**src/rtl/sort3_arb.sv**
```systemverilog
// Round-robin front end that shares one fixed-latency 3-input sorter between two
// requesters, steering each sorted result back to its issuer via a tag pipeline.
module sort3_arb #(
    parameter int WIDTH = 3,
    parameter int LAT   = 1,
    parameter int CNTW  = 8
) (
    input  logic             clk,
    input  logic             rst,
    input  logic             req0_valid,
    input  logic [WIDTH-1:0] req0_a,
    input  logic [WIDTH-1:0] req0_b,
    input  logic [WIDTH-1:0] req0_c,
    output logic             req0_ready,
    input  logic             req1_valid,
    input  logic [WIDTH-1:0] req1_a,
    input  logic [WIDTH-1:0] req1_b,
    input  logic [WIDTH-1:0] req1_c,
    output logic             req1_ready,
    output logic [WIDTH-1:0] srt_a,
    output logic [WIDTH-1:0] srt_b,
    output logic [WIDTH-1:0] srt_c,
    input  logic [WIDTH-1:0] srt_no1,
    input  logic [WIDTH-1:0] srt_no2,
    input  logic [WIDTH-1:0] srt_no3,
    output logic             rsp0_valid,
    output logic             rsp1_valid,
    output logic [WIDTH-1:0] rsp_no1,
    output logic [WIDTH-1:0] rsp_no2,
    output logic [WIDTH-1:0] rsp_no3,
    output logic             busy,
    output logic [CNTW-1:0]  gnt0_cnt,
    output logic [CNTW-1:0]  gnt1_cnt
);

    logic           last;       // requester granted most recently
    logic           gnt0;
    logic           gnt1;
    logic           accept;
    logic [LAT-1:0] tag_v;
    logic [LAT-1:0] tag_id;

    // Under contention the requester that did not win last time goes first.
    always_comb begin
        gnt0 = 1'b0;
        gnt1 = 1'b0;
        if (!rst) begin
            if (req0_valid && req1_valid) begin
                gnt0 = last;
                gnt1 = !last;
            end else begin
                gnt0 = req0_valid;
                gnt1 = req1_valid;
            end
        end
    end

    assign accept     = gnt0 | gnt1;
    assign req0_ready = gnt0;
    assign req1_ready = gnt1;

    always_comb begin
        srt_a = '0;
        srt_b = '0;
        srt_c = '0;
        if (gnt0) begin
            srt_a = req0_a;
            srt_b = req0_b;
            srt_c = req0_c;
        end else if (gnt1) begin
            srt_a = req1_a;
            srt_b = req1_b;
            srt_c = req1_c;
        end
    end

    always_ff @(posedge clk) begin
        if (rst) begin
            last       <= 1'b1;
            tag_v      <= '0;
            rsp0_valid <= 1'b0;
            rsp1_valid <= 1'b0;
            rsp_no1    <= '0;
            rsp_no2    <= '0;
            rsp_no3    <= '0;
            gnt0_cnt   <= '0;
            gnt1_cnt   <= '0;
        end else begin
            if (accept) begin
                last <= gnt1;
            end
            // NOTE: non-blocking assignment lets every stage take its neighbour's
            // pre-edge value, so this loop is a true shift register, not a wire.
            tag_v[0] <= accept;
            for (int i = 1; i < LAT; i++) begin
                tag_v[i] <= tag_v[i-1];
            end
            rsp0_valid <= tag_v[LAT-1] && !tag_id[LAT-1];
            rsp1_valid <= tag_v[LAT-1] && tag_id[LAT-1];
            if (tag_v[LAT-1]) begin
                rsp_no1 <= srt_no1;
                rsp_no2 <= srt_no2;
                rsp_no3 <= srt_no3;
            end
            if (gnt0) begin
                gnt0_cnt <= gnt0_cnt + CNTW'(1);
            end
            if (gnt1) begin
                gnt1_cnt <= gnt1_cnt + CNTW'(1);
            end
        end
    end

    // NOTE: the id payload is only ever read when its valid bit is set, and the
    // valid bits are reset, so the id pipeline is left without a reset.
    always_ff @(posedge clk) begin
        tag_id[0] <= gnt1;
        for (int i = 1; i < LAT; i++) begin
            tag_id[i] <= tag_id[i-1];
        end
    end

    assign busy = (|tag_v) | rsp0_valid | rsp1_valid;

endmodule
```
**config.mk**
```make
export PLATFORM = sky130hd
export DESIGN_NAME = sort3_arb
export DESIGN_NICKNAME = d
export VERILOG_FILES = /design/src/rtl/sort3_arb.sv
export SDC_FILE = /design/constraint.sdc
export NUM_CORES = 1
export LEC_CHECK = 0
export CORE_ASPECT_RATIO = 0.8
export CORE_MARGIN = 4
export CORE_UTILIZATION = 43
export CTS_BUF_LIST = sky130_fd_sc_hd__clkbuf_4 sky130_fd_sc_hd__clkbuf_8
export DETAILED_ROUTE_END_ITERATION = 16
export PLACE_DENSITY = 0.94
export SLEW_MARGIN = 20
export SYNTH_ARGS = -nofsm -noshare
export SYNTH_HDL_FRONTEND = slang
export SYNTH_SLANG_ARGS = --single-unit
```
**constraint.sdc**
```tcl
create_clock -name clk -period 3.2 [get_ports clk]
set_clock_uncertainty 0.05 [all_clocks]
set_input_delay 0.64 -clock clk [delete_from_list [all_inputs] [get_ports clk]]
set_output_delay 0.64 -clock clk [all_outputs]
set_load 0.02 [all_outputs]
```
==> impl_metrics.csv, run 1 <==
group,metric,value,unit
outcome,status,"completed",
finish,finalNonFillerCells,258,
clocking,cts_buffer_depth,2,
synthesis,syn_inst,144,
worst_setup_path,crit_type,"in -> out",
worst_setup_path,start_kind,"primary input",
sta,drv_slew,0,
grt,grt.total_usage,20.62,%
clocking,cts_root_buffer,"clkbuf_8",
worst_setup_path,slowest_stage,"clkdlybuf4s50_1",
sta,setup_slack,0.07779,ns
clocking,cts_buffers,5,
power_and_ir_drop,power_frac_clock,35.0,%
power_and_ir_drop,leakage,0.8182,nW
synthesis,ys_types,30,
worst_setup_path,path_delay_family,"buffers and inverters",
routing,vias,1403,
place,place_hpwl,2899,um
place,dp_cells,250,
synthesis,synthArstFlopShare,0,%
grt,antenna_found_initial,0,
synthesis,ys_ff_latch,30,
sta,period_minus_slack,3.122,ns
routing,drc,0,
die,num_rows,17,
synthesis,synth_edf_count,0,
routing,antenna_left,0,
synthesis,synth.avg_cell_area,9.245,um^2
power_and_ir_drop,vdd_ir_drop_max,0.0002984,V
power_and_ir_drop,p_int,663.3,uW
routing,drt_iter0_drc,125,
worst_setup_path,crit_fanout,11,
sta,finalCritPeriodShare,97.57,%
clocking,h-tree-depth,2,
finish,area_delta_synth_final,63.72,%
power_and_ir_drop,switching_power,239.5,uW
die,die-height,57.77,um
grt,grt_pass1_wl,6720,um
grt,grt_pass1_vias,1410,
power_and_ir_drop,p_total,902.8,uW
routing,wl_per_cell,15.72,um
sta,final.setup.tns,0,ns
synthesis,netlist_area,0.001331,mm^2
clocking,clock_sinks,30,
sta,hold_ws,0.3944,ns
grt,grt_overflow,0,
power_and_ir_drop,swShare,26.53,%
worst_setup_path,cp_num_buf_inv,4,
min_path,hp-class,"reg -> reg",
place,io_buffers,69,
clocking,cts_tree,"built",
sta,hold_viol,0,
synthesis,synth_flop_cell,"dfxtp_1",
finish,final_core_util,76.47,%
routing,finalWirelength,4056,um
place,dpl_cell_area,0.002082,mm^2
clocking,clk_latency,0.28,ns
grt,grt_start_max_net_pins,21,
sta,max_freq,0.3203,GHz
power_and_ir_drop,seq_power_share,44.5,%
job,maxCapViolCount,0,
synthesis,yosysSeqAreaShare,45.11,%
die,pin_count,70,
worst_setup_path,cp.required,2.51,ns
worst_setup_path,path_cells,"clkdlybuf4s50_1 -> inv_2 -> nor3_1 -> buf_4 -> a22o_1 -> clkdlybuf4s50_1",
finish,fin_area,0.002180,mm^2
finish,num_antenna_cells,0,
power_and_ir_drop,p_per_area,414.2,mW/mm^2
worst_setup_path,end_kind,"output port",
sta,relSlewSlack,75.31,%
sta,finalSetupViolCount,0,
die,die_area,0.004056,mm^2
routing,drt_first_pass_iters,4,
finish,drive_gt1_share,9.545,%
die,start_util,46.71,%
power_and_ir_drop,combPwrFrac,20.5,%
sta,worstMarginPinSlew,0.3669,ns
worst_setup_path,path_common_cell,"clkdlybuf4s50_1",
place,gp_congestion,0.8022,
synthesis,synth_nets,177,
worst_setup_path,cp.arrival,2.43,ns
finish,fin_nets,252,
die,coreArea,0.002850,mm^2
die,die_w,70.21,um
clocking,clk_pin_slew_worst_paths,0.07,ns
synthesis,yosys_warnings,0,
place,pre_cts_slack,0.08521,ns
sta,rsz0062_at_grt,"no",
routing,vias_per_cell,5.438,
worst_setup_path,slowest_delay,0.61,ns
==> cells in the final DEF (no fill, tap or decap) <==
master / n
clkdlybuf4s50_1: 68
dfxtp_1: 30
nor2_1: 14
a21oi_1: 12
a22o_1: 9
mux2i_1: 9
buf_4: 8
o31ai_1: 7
or4_1: 7
nand2_1: 7
clkbuf_8: 6
o21ai_0: 5
nor2b_1: 4
or3_1: 4
nand3_1: 4
nand4_1: 3
nor4_1: 3
mux2_2: 3
inv_1: 2
ha_1: 2
inv_2: 1
nor3_1: 1
a21bo_1: 1
a21boi_0: 1
xnor2_1: 1
nor3b_1: 1
and3b_1: 1
nand2b_1: 1
or2_2: 1
nand3b_1: 1
clkinvlp_4: 1
clkinv_2: 1
dlymetal6s2s_1: 1
==> final timing paths <==
path | depth (start not counted) | to | slack, ns | from
setup / recovery | 6 | srt_c[0] | 0.08 | req0_valid
hold / removal | 1 | rsp0_valid | 0.39 | tag_id
setup reg to reg | 4 | gnt0_cnt[7] | 1.62 | last
hold reg to reg | 1 | rsp0_valid | 0.39 | tag_id
==> power groups by stage <==
stage | Combinational [mW] | Sequential (mW) | Clock (mW)
CTS | 0.187 | 0.401 | 0.317
detailed placement | 0.184 | 0.410 | 0
floorplan | 0.0695 | 0.423 | 0
global route | 0.198 | 0.404 | 0.341
finish | 0.185 | 0.401 | 0.316
global placement | 0.179 | 0.408 | 0
==> area by class of cell <==
cell class              instances  area, um^2
repair buffers                 77       753.2
multi-input cells             102       671.9
fillers                       209       670.6
flip-flops and latches         30       600.6
clock buffers                   6       82.58
well taps                      38       47.55
clock inverters                 2       12.51
inverters                       3       11.26
==> Yosys cell counts (all sizes together), types with 4 or more instances <==
library cell,number,share of area [%]
nand2,7,2.0
a21oi,12,4.5
nor2,14,3.9
mux2i,9,6.8
a22o,9,5.9
o21ai,5,1.9
o31ai,7,3.9
dfxtp,30,45
or3,4,1.9
nor2b,4,1.9
nand3,4,1.5
or4,7,3.9
buf,6,2.7
==> metal layers <==
layer  part of all wire, %  global-route usage (%)
met3                   7.5                   7.452
met1                    38                   21.29
met4                   1.2                   7.104
met2                    54                   38.90
met5                     0                       0
==> sequential cells by signal, indices dropped and copies added, names as in the netlist <==
signal	cells
rsp_no3	3
tag_v	1
rsp_no1	3
rsp1_valid	1
tag_id	1
gnt0_cnt	8
gnt1_cnt	8
rsp0_valid	1
last	1
rsp_no2	3
==> logic make-up after synthesis <==
family | share of synthesized area, %
buffers and inverters | 4.417
AOI/OAI and AO/OA | 17.58
DFF | 45.11
muxes | 9.305
xor gates and xnor gates | 0.6580
adders and majority gates | 1.879
and+or+nand+nor | 21.05
==> repair_timing <==
action                     4_1_cts  5_1_grt
hold buffers                     0        0
resized for setup                0        1
setup buffers                    0        0
setup endpoints to repair        0        1
(Power assumes the default switching activity.)
==> run 2: changes to the inputs <==
- GPL_TIMING_DRIVEN: unset -> 1
==> results of run 2 <==
Final layout, timing and power as in run 1 (identical DEF).
==> run 3: changes to the inputs <==
- GPL_ROUTABILITY_DRIVEN: unset -> 1
==> results of run 3 <==
Final layout, timing and power as in run 1 (identical DEF).
